$ cat src/rtl/uart_tx.sv
`default_nettype none
// ============================================================================
//  Module   : uart_tx
//  Purpose  : UART transmitter. Accepts a parallel word over a valid/ready
//             handshake and serialises it as a start bit, DATA_BITS data bits
//             (LSB first), an optional parity bit and STOP_BITS stop bits.
//             Bit timing comes from the shared oversample strobe i_en, with
//             OSR strobes per bit period.
//  Ports    : i_clk    - system clock, rising edge
//             i_rst    - synchronous active-high reset
//             i_en     - oversample strobe, one-cycle pulses
//             i_data   - word to send, sampled on accept
//             i_valid  - i_data valid
//             o_ready  - idle, a word can be accepted
//             o_tx     - serial line, idle high, registered
//             o_done   - one-cycle pulse when the last stop bit completes
//  Revision : 1.0 - initial release
// ============================================================================
module uart_tx #(
    parameter int OSR       = 16,
    parameter int DATA_BITS = 8,
    parameter int STOP_BITS = 2,
    parameter int PARITY    = 0
) (
    input  logic                 i_clk,
    input  logic                 i_rst,
    input  logic                 i_en,
    input  logic [DATA_BITS-1:0] i_data,
    input  logic                 i_valid,
    output logic                 o_ready,
    output logic                 o_tx,
    output logic                 o_done
);

    localparam int c_TW = $clog2(OSR);
    localparam int c_BW = $clog2(DATA_BITS);

    localparam logic [c_TW-1:0] c_TICK_LAST = c_TW'(OSR - 1);
    localparam logic [c_BW-1:0] c_DATA_LAST = c_BW'(DATA_BITS - 1);
    localparam logic [c_BW-1:0] c_STOP_LAST = c_BW'(STOP_BITS - 1);

    typedef enum logic [2:0] {
        S_IDLE   = 3'd0,
        S_START  = 3'd1,
        S_DATA   = 3'd2,
        S_PARITY = 3'd3,
        S_STOP   = 3'd4
    } state_t;

    state_t                 r_state_q, w_state_d;
    logic [c_TW-1:0]        r_tick_q,  w_tick_d;
    logic [c_BW-1:0]        r_bit_q,   w_bit_d;
    logic [DATA_BITS-1:0]   r_shift_q, w_shift_d;
    logic                   r_par_q,   w_par_d;
    logic                   r_tx_q,    w_tx_d;
    logic                   r_done_q,  w_done_d;

    logic                   w_par_in;
    logic                   w_bit_end;

    // Parity is taken from the word as accepted; odd parity inverts the XOR.
    assign w_par_in  = (PARITY == 1) ? ~(^i_data) : (^i_data);

    // A bit period ends on the OSR-th strobe counted since the last boundary.
    assign w_bit_end = i_en && (r_tick_q == c_TICK_LAST);

    always_comb begin
        w_state_d = r_state_q;
        w_tick_d  = r_tick_q;
        w_bit_d   = r_bit_q;
        w_shift_d = r_shift_q;
        w_par_d   = r_par_q;
        w_tx_d    = r_tx_q;
        w_done_d  = 1'b0;

        if (r_state_q != S_IDLE && i_en) begin
            w_tick_d = w_bit_end ? '0 : r_tick_q + c_TW'(1);
        end

        case (r_state_q)
            S_IDLE: begin
                w_tx_d = 1'b1;
                if (i_valid) begin
                    w_shift_d = i_data;
                    w_par_d   = w_par_in;
                    w_tick_d  = '0;
                    w_bit_d   = '0;
                    w_tx_d    = 1'b0;
                    w_state_d = S_START;
                end
            end

            S_START: begin
                if (w_bit_end) begin
                    w_tx_d    = r_shift_q[0];
                    w_bit_d   = '0;
                    w_state_d = S_DATA;
                end
            end

            S_DATA: begin
                if (w_bit_end) begin
                    if (r_bit_q == c_DATA_LAST) begin
                        w_bit_d = '0;
                        if (PARITY != 0) begin
                            w_tx_d    = r_par_q;
                            w_state_d = S_PARITY;
                        end else begin
                            w_tx_d    = 1'b1;
                            w_state_d = S_STOP;
                        end
                    end else begin
                        // Present the next data bit as the shifter moves on.
                        w_shift_d = {1'b0, r_shift_q[DATA_BITS-1:1]};
                        w_tx_d    = r_shift_q[1];
                        w_bit_d   = r_bit_q + c_BW'(1);
                    end
                end
            end

            S_PARITY: begin
                if (w_bit_end) begin
                    w_tx_d    = 1'b1;
                    w_bit_d   = '0;
                    w_state_d = S_STOP;
                end
            end

            S_STOP: begin
                // The bit counter doubles as the stop-bit counter.
                if (w_bit_end) begin
                    if (r_bit_q == c_STOP_LAST) begin
                        w_bit_d   = '0;
                        w_done_d  = 1'b1;
                        w_state_d = S_IDLE;
                    end else begin
                        w_bit_d = r_bit_q + c_BW'(1);
                    end
                end
            end

            default: begin
                w_tx_d    = 1'b1;
                w_tick_d  = '0;
                w_bit_d   = '0;
                w_state_d = S_IDLE;
            end
        endcase
    end

    always_ff @(posedge i_clk) begin
        if (i_rst) begin
            r_state_q <= S_IDLE;
            r_tick_q  <= '0;
            r_bit_q   <= '0;
            r_shift_q <= '0;
            r_par_q   <= 1'b0;
            r_tx_q    <= 1'b1;
            r_done_q  <= 1'b0;
        end else begin
            r_state_q <= w_state_d;
            r_tick_q  <= w_tick_d;
            r_bit_q   <= w_bit_d;
            r_shift_q <= w_shift_d;
            r_par_q   <= w_par_d;
            r_tx_q    <= w_tx_d;
            r_done_q  <= w_done_d;
        end
    end

    // Ready is high in the o_done cycle too, so frames can run back to back.
    assign o_ready = (r_state_q == S_IDLE);
    assign o_tx    = r_tx_q;
    assign o_done  = r_done_q;

endmodule
`default_nettype wire

$ cat config.mk
export PLATFORM = sky130hd
export DESIGN_NAME = uart_tx
export DESIGN_NICKNAME = d
export VERILOG_FILES = /design/src/rtl/uart_tx.sv
export SDC_FILE = /design/constraint.sdc
export NUM_CORES = 1
export LEC_CHECK = 0
export CAP_MARGIN = 10
export CORE_ASPECT_RATIO = 1.4
export CORE_UTILIZATION = 45
export CTS_BUF_LIST = sky130_fd_sc_hd__clkbuf_4 sky130_fd_sc_hd__clkbuf_8 sky130_fd_sc_hd__clkbuf_16
export DETAILED_ROUTE_END_ITERATION = 8
export PLACE_DENSITY = 0.76
export SYNTH_ARGS = -nofsm -noshare
export SYNTH_HDL_FRONTEND = slang
export SYNTH_SLANG_ARGS = --single-unit
export TNS_END_PERCENT = 20
$ cat constraint.sdc
create_clock -name i_clk -period 1.6 [get_ports i_clk]
set_input_delay 0.24 -clock i_clk [delete_from_list [all_inputs] [get_ports i_clk]]
set_output_delay 0.24 -clock i_clk [all_outputs]
set_load 0.01 [all_outputs]
==> impl_metrics.env, run 1 <==
export IMPL_via_per_inst=5.179
export IMPL_synthAdderAreaFrac_pct=5.507
export IMPL_routed_wl_um=2806
export IMPL_grt_ovfl_total=0
export IMPL_core_um2=2391
export IMPL_initial_utilization_pct=47.51
export IMPL_critPathKind="flop to flop"
export IMPL_syn_nets=139
export IMPL_cts_tree="done"
export IMPL_peakVddDrop_uv=520.7
export IMPL_maxSlewHeadroom_pct=73.42
export IMPL_final_common_cell="buf_4"
export IMPL_cp_max_fo=4
export IMPL_dpl_hpwl_um=2010
export IMPL_clock_latency_ns=0.31
export IMPL_antenna_found_initial=0
export IMPL_final_layout_size_suffix_gt1_share_pct=37.27
export IMPL_h_tree_depth=1
export IMPL_final_util_pct=66.30
export IMPL_min_path_cells=2
export IMPL_design_area_um2=1585
export IMPL_endpoint_kind="flop"
export IMPL_grt_start_max_net_pins=12
export IMPL_synth_seq_area_share_pct=35.24
export IMPL_routed_via_count=1010
export IMPL_gp_congestion=0.7517
export IMPL_powerDensity_nw_per_um2=852.6
export IMPL_post_drt_wl_per_cell_um=14.39
export IMPL_critical_path_arrival_ns=1.88
export IMPL_ys_warn_count=0
export IMPL_clk_pin_slew_worst_paths_ns=0.13
export IMPL_p_leak_uw=0.0006365
export IMPL_clock_skew_ns=0.002961
export IMPL_synth_mux_area_share_pct=13.88
export IMPL_worst_slew_pin_slew_ns=0.3975
export IMPL_ys_ff_latch=20
export IMPL_die_h_um=61.45
export IMPL_reg2reg_depth=6
export IMPL_cp_startpoint="r_tick_q[1]$_SDFF_PP0_"
export IMPL_hold_viol_final=0
export IMPL_reg2reg_from="r_tick_q[1]$_SDFF_PP0_"
export IMPL_cp_required_ns=1.85
export IMPL_outcome="finished, violations left"
export IMPL_layout_common_cells="buf_4, dfxtp_1, nand2_1, clkdlybuf4s50_1, nor2_1"
export IMPL_total_power_uw=1352
export IMPL_synth_compound_area_share_pct=12.44
export IMPL_die_area_um2=2732
export IMPL_numClockSinks=20
export IMPL_setup_viol=1
export IMPL_ant_nets=0
export IMPL_postSynthCellCount=122
export IMPL_num_io_pins=15
export IMPL_synthSimpleGateAreaFrac_pct=25.55
export IMPL_drt_iter0_drc=21
export IMPL_firstDrtPassIters=4
export IMPL_grt_pass1_wl_um=4464
export IMPL_fmax_ghz=0.6132
export IMPL_grtUsageTotal_pct=22.73
export IMPL_cts_root_buf="clkbuf_4"
export IMPL_fin_crit_sh_pct=101.9
export IMPL_final_cells=195
export IMPL_worst_slack_ns=-0.03084
export IMPL_synth_xor_xnor_area_share_pct=2.313
export IMPL_hp_class="flop to flop"
export IMPL_dieWidth_um=44.47
export IMPL_portBuffers=14
export IMPL_drv_cap=0
export IMPL_syn_avg_cell_area_um2=9.312
export IMPL_dp_slack_ns=-0.3448
export IMPL_rsz0062_at_grt="true"
export IMPL_hp_start="r_shift_q[7]$_SDFFE_PP0P_"
export IMPL_syn2layout_area_growth_pct=39.54
export IMPL_start_kind="flop"
export IMPL_min_period_ns=1.631
export IMPL_violations="setup timing"
export IMPL_synth_cell_types=38
export IMPL_antenna_cells=0
export IMPL_cts_buffers=3
export IMPL_clockBufferDepth=2
export IMPL_grt_pass1_vias=1026
export IMPL_place_inst=187
export IMPL_place_area_um2=1453
export IMPL_rows=21
export IMPL_synth_top_family_by_area="simple AND/OR/NAND/NOR gates"
export IMPL_syn_area_um2=1136
export IMPL_drc_errors=0
export IMPL_final_nets=179
export IMPL_report_final_slew_viol_count=0
## logic make-up after synthesis
group,after synthesis
flip-flops,20
multiplexers,15
AND/OR/NAND/NOR,50
buffers and inverters,8
XOR/XNOR,3
AO/OA/AOI/OAI,21
adder cells (fa/ha/maj),5
## power breakdown
group	internal [uW]	switching, uW	leakage [uW]
logic	257	203	0.000449
registers	538	37.5	0.000166
clock network	139	177	0.0000210
total	934	418	0.000636
## final timing paths
path	slack [ns]	to
setup / recovery	-0.03	r_state_q[1]$_SDFFE_PP0P_
hold / removal	0.47	r_shift_q[7]$_SDFFE_PP0P_
setup reg to reg	-0.03	r_state_q[1]$_SDFFE_PP0P_
hold reg to reg	0.47	r_shift_q[7]$_SDFFE_PP0P_
## cell usage after synthesis
| library cell | count | share of area [%] |
|---|---|---|
| nand3_2 | 1 | 0.88 |
| o41ai_1 | 1 | 0.77 |
| o21a_1 | 1 | 0.66 |
| nor3_2 | 1 | 0.88 |
| nor2_1 | 10 | 3.3 |
| buf_4 | 2 | 1.3 |
| nor3b_1 | 1 | 0.66 |
| xnor2_1 | 1 | 0.77 |
| nor4_1 | 1 | 0.55 |
| ha_1 | 5 | 5.5 |
| inv_1 | 3 | 0.99 |
| xor2_1 | 2 | 1.5 |
| nand4b_1 | 2 | 1.5 |
| nor3_1 | 4 | 1.8 |
| o21ai_2 | 1 | 0.77 |
| nand4_4 | 1 | 1.9 |
| nand2b_1 | 3 | 1.7 |
| o21ai_4 | 1 | 1.4 |
| or2_2 | 2 | 1.1 |
| nand4_1 | 1 | 0.55 |
| a211oi_1 | 1 | 0.66 |
| mux2_2 | 6 | 5.9 |
| o21ai_0 | 3 | 1.3 |
| nor2b_1 | 2 | 1.1 |
| nand3b_1 | 3 | 2.0 |
| o22ai_1 | 1 | 0.55 |
| dfxtp_1 | 20 | 35 |
| or4b_1 | 1 | 0.88 |
| clkbuf_8 | 2 | 2.4 |
| a21oi_4 | 1 | 1.4 |
| nand2_1 | 13 | 4.3 |
| and2b_2 | 1 | 0.77 |
| or2_1 | 1 | 0.55 |
| clkbuf_1 | 1 | 0.33 |
| a21oi_1 | 11 | 4.8 |
| mux2i_1 | 9 | 7.9 |
| nand3_1 | 1 | 0.44 |
| or2_4 | 1 | 0.77 |
## sequential cells by signal, indices dropped and copies added (netlist names)
signal / count
r_shift_q: 8
o_tx: 1
r_tick_q: 4
o_done: 1
r_bit_q: 3
r_state_q: 3
## what timing repair did
action | 4_1_cts | 5_1_grt
setup endpoints to repair | 13 | 11
hold buffers | 0 | 0
setup buffers | 2 | 2
gates resized for setup | 11 | 4
pin swaps | 3 | 5
## routing by layer
layer / GRT usage (%) / part of all wire, % / wire length (um) / vias to the layer above
met5: 0 / 0 / 0 / -
met4: 12.55 / 1.9 / 53 / 0
met3: 2.639 / 1.7 / 47 / 5
met2: 44.12 / 58 / 1621 / 21
met1: 23.01 / 39 / 1083 / 479
li1: - / - / - / 505
## final cells by class
| cell class | count | area, um2 |
|---|---|---|
| fill | 184 | 805.8 |
| multi-input combinational | 94 | 739.5 |
| sequential | 20 | 409.1 |
| timing repair buffer | 40 | 346.6 |
| tap | 34 | 42.54 |
| clock buffer | 4 | 36.28 |
| inverter | 3 | 11.26 |
## metrics by stage
step | hold WS, ns | TNS (ns)
after floorplan | 0.3954 | 0
after global placement | 0.4392 | -2.123
after detailed placement | 0.4482 | -2.853
after CTS | 0.4691 | -0.06022
after global routing | 0.4907 | -0.1873
final | 0.4673 | -0.03084
## critical path, stage by stage (launching register included)
cell and delay [ns]:
dfxtp_4 0.39, ha_4 0.15, nand4_4 0.13, a21oi_4 0.22
o21ai_4 0.07, or4b_4 0.48, a21oi_2 0.14
No activity file was read; power rests on OpenSTA's default activity.
==> run 2, diff against run 1 <==
--- a/config.mk
+++ b/config.mk
@@ -7,10 +7,10 @@
 export LEC_CHECK = 0
 export CAP_MARGIN = 10
 export CORE_ASPECT_RATIO = 1.4
-export CORE_UTILIZATION = 45
+export CORE_UTILIZATION = 48
 export CTS_BUF_LIST = sky130_fd_sc_hd__clkbuf_4 sky130_fd_sc_hd__clkbuf_8 sky130_fd_sc_hd__clkbuf_16
 export DETAILED_ROUTE_END_ITERATION = 8
-export PLACE_DENSITY = 0.76
+export PLACE_DENSITY = 0.8
 export SYNTH_ARGS = -nofsm -noshare
 export SYNTH_HDL_FRONTEND = slang
 export SYNTH_SLANG_ARGS = --single-unit
==> run 2 against run 1 <==
Against the previous run: clock skew rose by 0.0015 ns; clock power rose by 36%; via count rose by 4.1%; die area fell by 6.0%; the flow still finishes with violations (setup timing); final cell count fell by 7.2%; combinational power fell by 3%; critical endpoint unchanged; critical path depth did not move; global-route usage fell by 0.13 points; register-to-register slack got worse by 0.02 ns; routed wire length fell by 0.53%.
==> impl_metrics.env, run 2 (same netlist as run 1, synthesis figures left out) <==
export IMPL_rows=20
export IMPL_final_nets=177
export IMPL_design_area_um2=1567
export IMPL_endpoint_kind="flop"
export IMPL_clockBufferDepth=2
export IMPL_rsz0062_at_grt="true"
export IMPL_reg2reg_from="r_tick_q[0]$_SDFF_PP0_"
export IMPL_min_path_cells=2
export IMPL_clock_latency_ns=0.32
export IMPL_critPathKind="flop to flop"
export IMPL_drv_cap=0
export IMPL_via_per_inst=5.807
export IMPL_slowest_stage="or4b_1"
export IMPL_grt_ovfl_total=0
export IMPL_place_area_um2=1408
export IMPL_portBuffers=14
export IMPL_path_cells="ha_4 -> nand4_4 -> a21oi_4 -> o21ai_4 -> or4b_1 -> a21oi_1"
export IMPL_syn2layout_area_growth_pct=37.89
export IMPL_numClockSinks=20
export IMPL_hold_viol_final=0
export IMPL_antenna_found_initial=0
export IMPL_timing_rr_end="r_state_q[1]$_SDFFE_PP0P_"
export IMPL_die_h_um=59.57
export IMPL_hp_class="flop to flop"
export IMPL_setup_viol=1
export IMPL_min_period_ns=1.648
export IMPL_met3_length_um=82
export IMPL_cts_root_buf="clkbuf_4"
export IMPL_report_final_slew_viol_count=0
export IMPL_cts_tree="done"
export IMPL_dpl_hpwl_um=2004
export IMPL_cp_required_ns=1.85
export IMPL_rrSetupSlack_ns=-0.05
export IMPL_clock_skew_ns=0.004424
export IMPL_h_tree_depth=1
export IMPL_critical_path_arrival_ns=1.90
export IMPL_ant_nets=0
export IMPL_cp_slowest_stage_delay_ns=0.47
export IMPL_top_register="r_shift_q"
export IMPL_violations="setup timing"
export IMPL_start_kind="flop"
export IMPL_post_drt_wl_per_cell_um=15.42
export IMPL_outcome="finished, violations left"
export IMPL_fillers=169
export IMPL_path_buf_inv=0
export IMPL_grtUsageTotal_pct=22.60
export IMPL_num_io_pins=15
export IMPL_worst_slack_ns=-0.04830
export IMPL_antenna_cells=0
export IMPL_layout_common_cells="buf_4, dfxtp_1, clkdlybuf4s50_1"
export IMPL_grt_pass1_vias=1069
export IMPL_place_inst=171
export IMPL_fin_crit_sh_pct=103.0
export IMPL_drt_iter0_drc=28
export IMPL_fmax_ghz=0.6067
export IMPL_hold_end="r_shift_q[7]$_SDFFE_PP0P_"
export IMPL_cpLargestDelayFamily="simple AND/OR/NAND/NOR gates"
export IMPL_cts_buffers=3
export IMPL_largest_register_ffs=8
export IMPL_powerDensity_nw_per_um2=929.4
export IMPL_maxSlewHeadroom_pct=74.00
export IMPL_reg2reg_depth=6
export IMPL_firstDrtPassIters=4
export IMPL_largest_registers="r_shift_q (8), r_tick_q (4)"
export IMPL_met2WireLength_um=1610
export IMPL_routed_via_count=1051
export IMPL_die_area_um2=2568
export IMPL_grt_pass1_wl_um=4402
export IMPL_gp_congestion=0.8043
export IMPL_clk_pin_slew_worst_paths_ns=0.12
export IMPL_drc_errors=0
export IMPL_core_um2=2202
export IMPL_p_leak_uw=0.0006270
export IMPL_wirelength_met1_um=1049
export IMPL_worst_slew_pin_slew_ns=0.3874
export IMPL_grt_start_max_net_pins=13
export IMPL_initial_utilization_pct=51.59
export IMPL_hp_start="r_shift_q[7]$_SDFFE_PP0P_"
export IMPL_final_cells=181
export IMPL_dieWidth_um=43.12
export IMPL_routed_wl_um=2791
export IMPL_final_layout_size_suffix_gt1_share_pct=35.22
export IMPL_peakVddDrop_uv=680.3
export IMPL_final_common_cell="buf_4"
export IMPL_cp_max_fo=5
export IMPL_highest_signal_layer="met4"
[run 2: worst max-delay path by stage]
stage                                 startpoint                        end  slack (ns)  cells past startpoint
final                     r_tick_q[0]$_SDFF_PP0_  r_state_q[1]$_SDFFE_PP0P_       -0.05                      6
after global routing      r_tick_q[0]$_SDFF_PP0_  r_state_q[1]$_SDFFE_PP0P_       -0.09                      6
after CTS                 r_tick_q[1]$_SDFF_PP0_  r_state_q[1]$_SDFFE_PP0P_       -0.04                      6
after detailed placement                    i_en  r_state_q[1]$_SDFFE_PP0P_       -0.35                      6
after global placement                      i_en  r_state_q[1]$_SDFFE_PP0P_       -0.29                      6
after floorplan           r_tick_q[1]$_SDFF_PP0_  r_state_q[1]$_SDFFE_PP0P_        0.03                      6
[run 2: layer usage]
| metal | global-route usage [%] | up-vias |
|---|---|---|
| li1 | - | 507 |
| met1 | 22.14 | 506 |
| met2 | 45.42 | 32 |
| met3 | 2.134 | 6 |
| met4 | 10.82 | 0 |
| met5 | 0 | - |
[run 2: cell type report]
type	count	area [um2]	share of cell area, %
clock buffers	3	22.52	1.438
clock inverters	1	30.03	1.917
inverters	3	11.26	0.7189
multi-input cells	95	752.0	48.00
flip-flops and latches	20	411.6	26.28
well taps	22	27.53	1.757
repair buffers	37	311.5	19.89
[run 2: what timing repair did]
item,in CTS,in global routing
endpoints found under the setup margin,12,11
cloned,1,0
hold buffers,0,0
resized for setup,12,5
endpoints found under the hold margin,0,0
pin swaps,3,7
setup buffers,0,5
[run 2: metrics by stage]
step / total power, uW / setup WS [ns] / util, % / TNS, ns / hold WS [ns]
floorplan: 832.4 / 0.02932 / - / 0 / 0.3954
global placement: 971.6 / -0.2862 / 63.92 / -1.970 / 0.4391
CTS: 1424 / -0.04151 / 68.18 / -0.04610 / 0.4640
detailed placement: 993.4 / -0.3471 / 63.92 / -2.771 / 0.4459
finish: 1456 / -0.04830 / 71.14 / -0.04830 / 0.4650
global route: 1512 / -0.09406 / 71.14 / -0.1499 / 0.4835
[run 2: report_power, final]
group	internal, uW	leakage [uW]	total [uW]	switching (uW)
Clock	254	0.0000279	430	176
Combinational	241	0.000433	447	207
Sequential	538	0.000166	579	40.2
Total	1030	0.000627	1460	423
[run 2: tightest hold or removal path: cells and delay by family (launching register included)]
family | cells | cell delay (ns)
and+or+nand+nor | 1 | 0.05
AOI/OAI and AO/OA | 1 | 0.05
DFF | 1 | 0.33
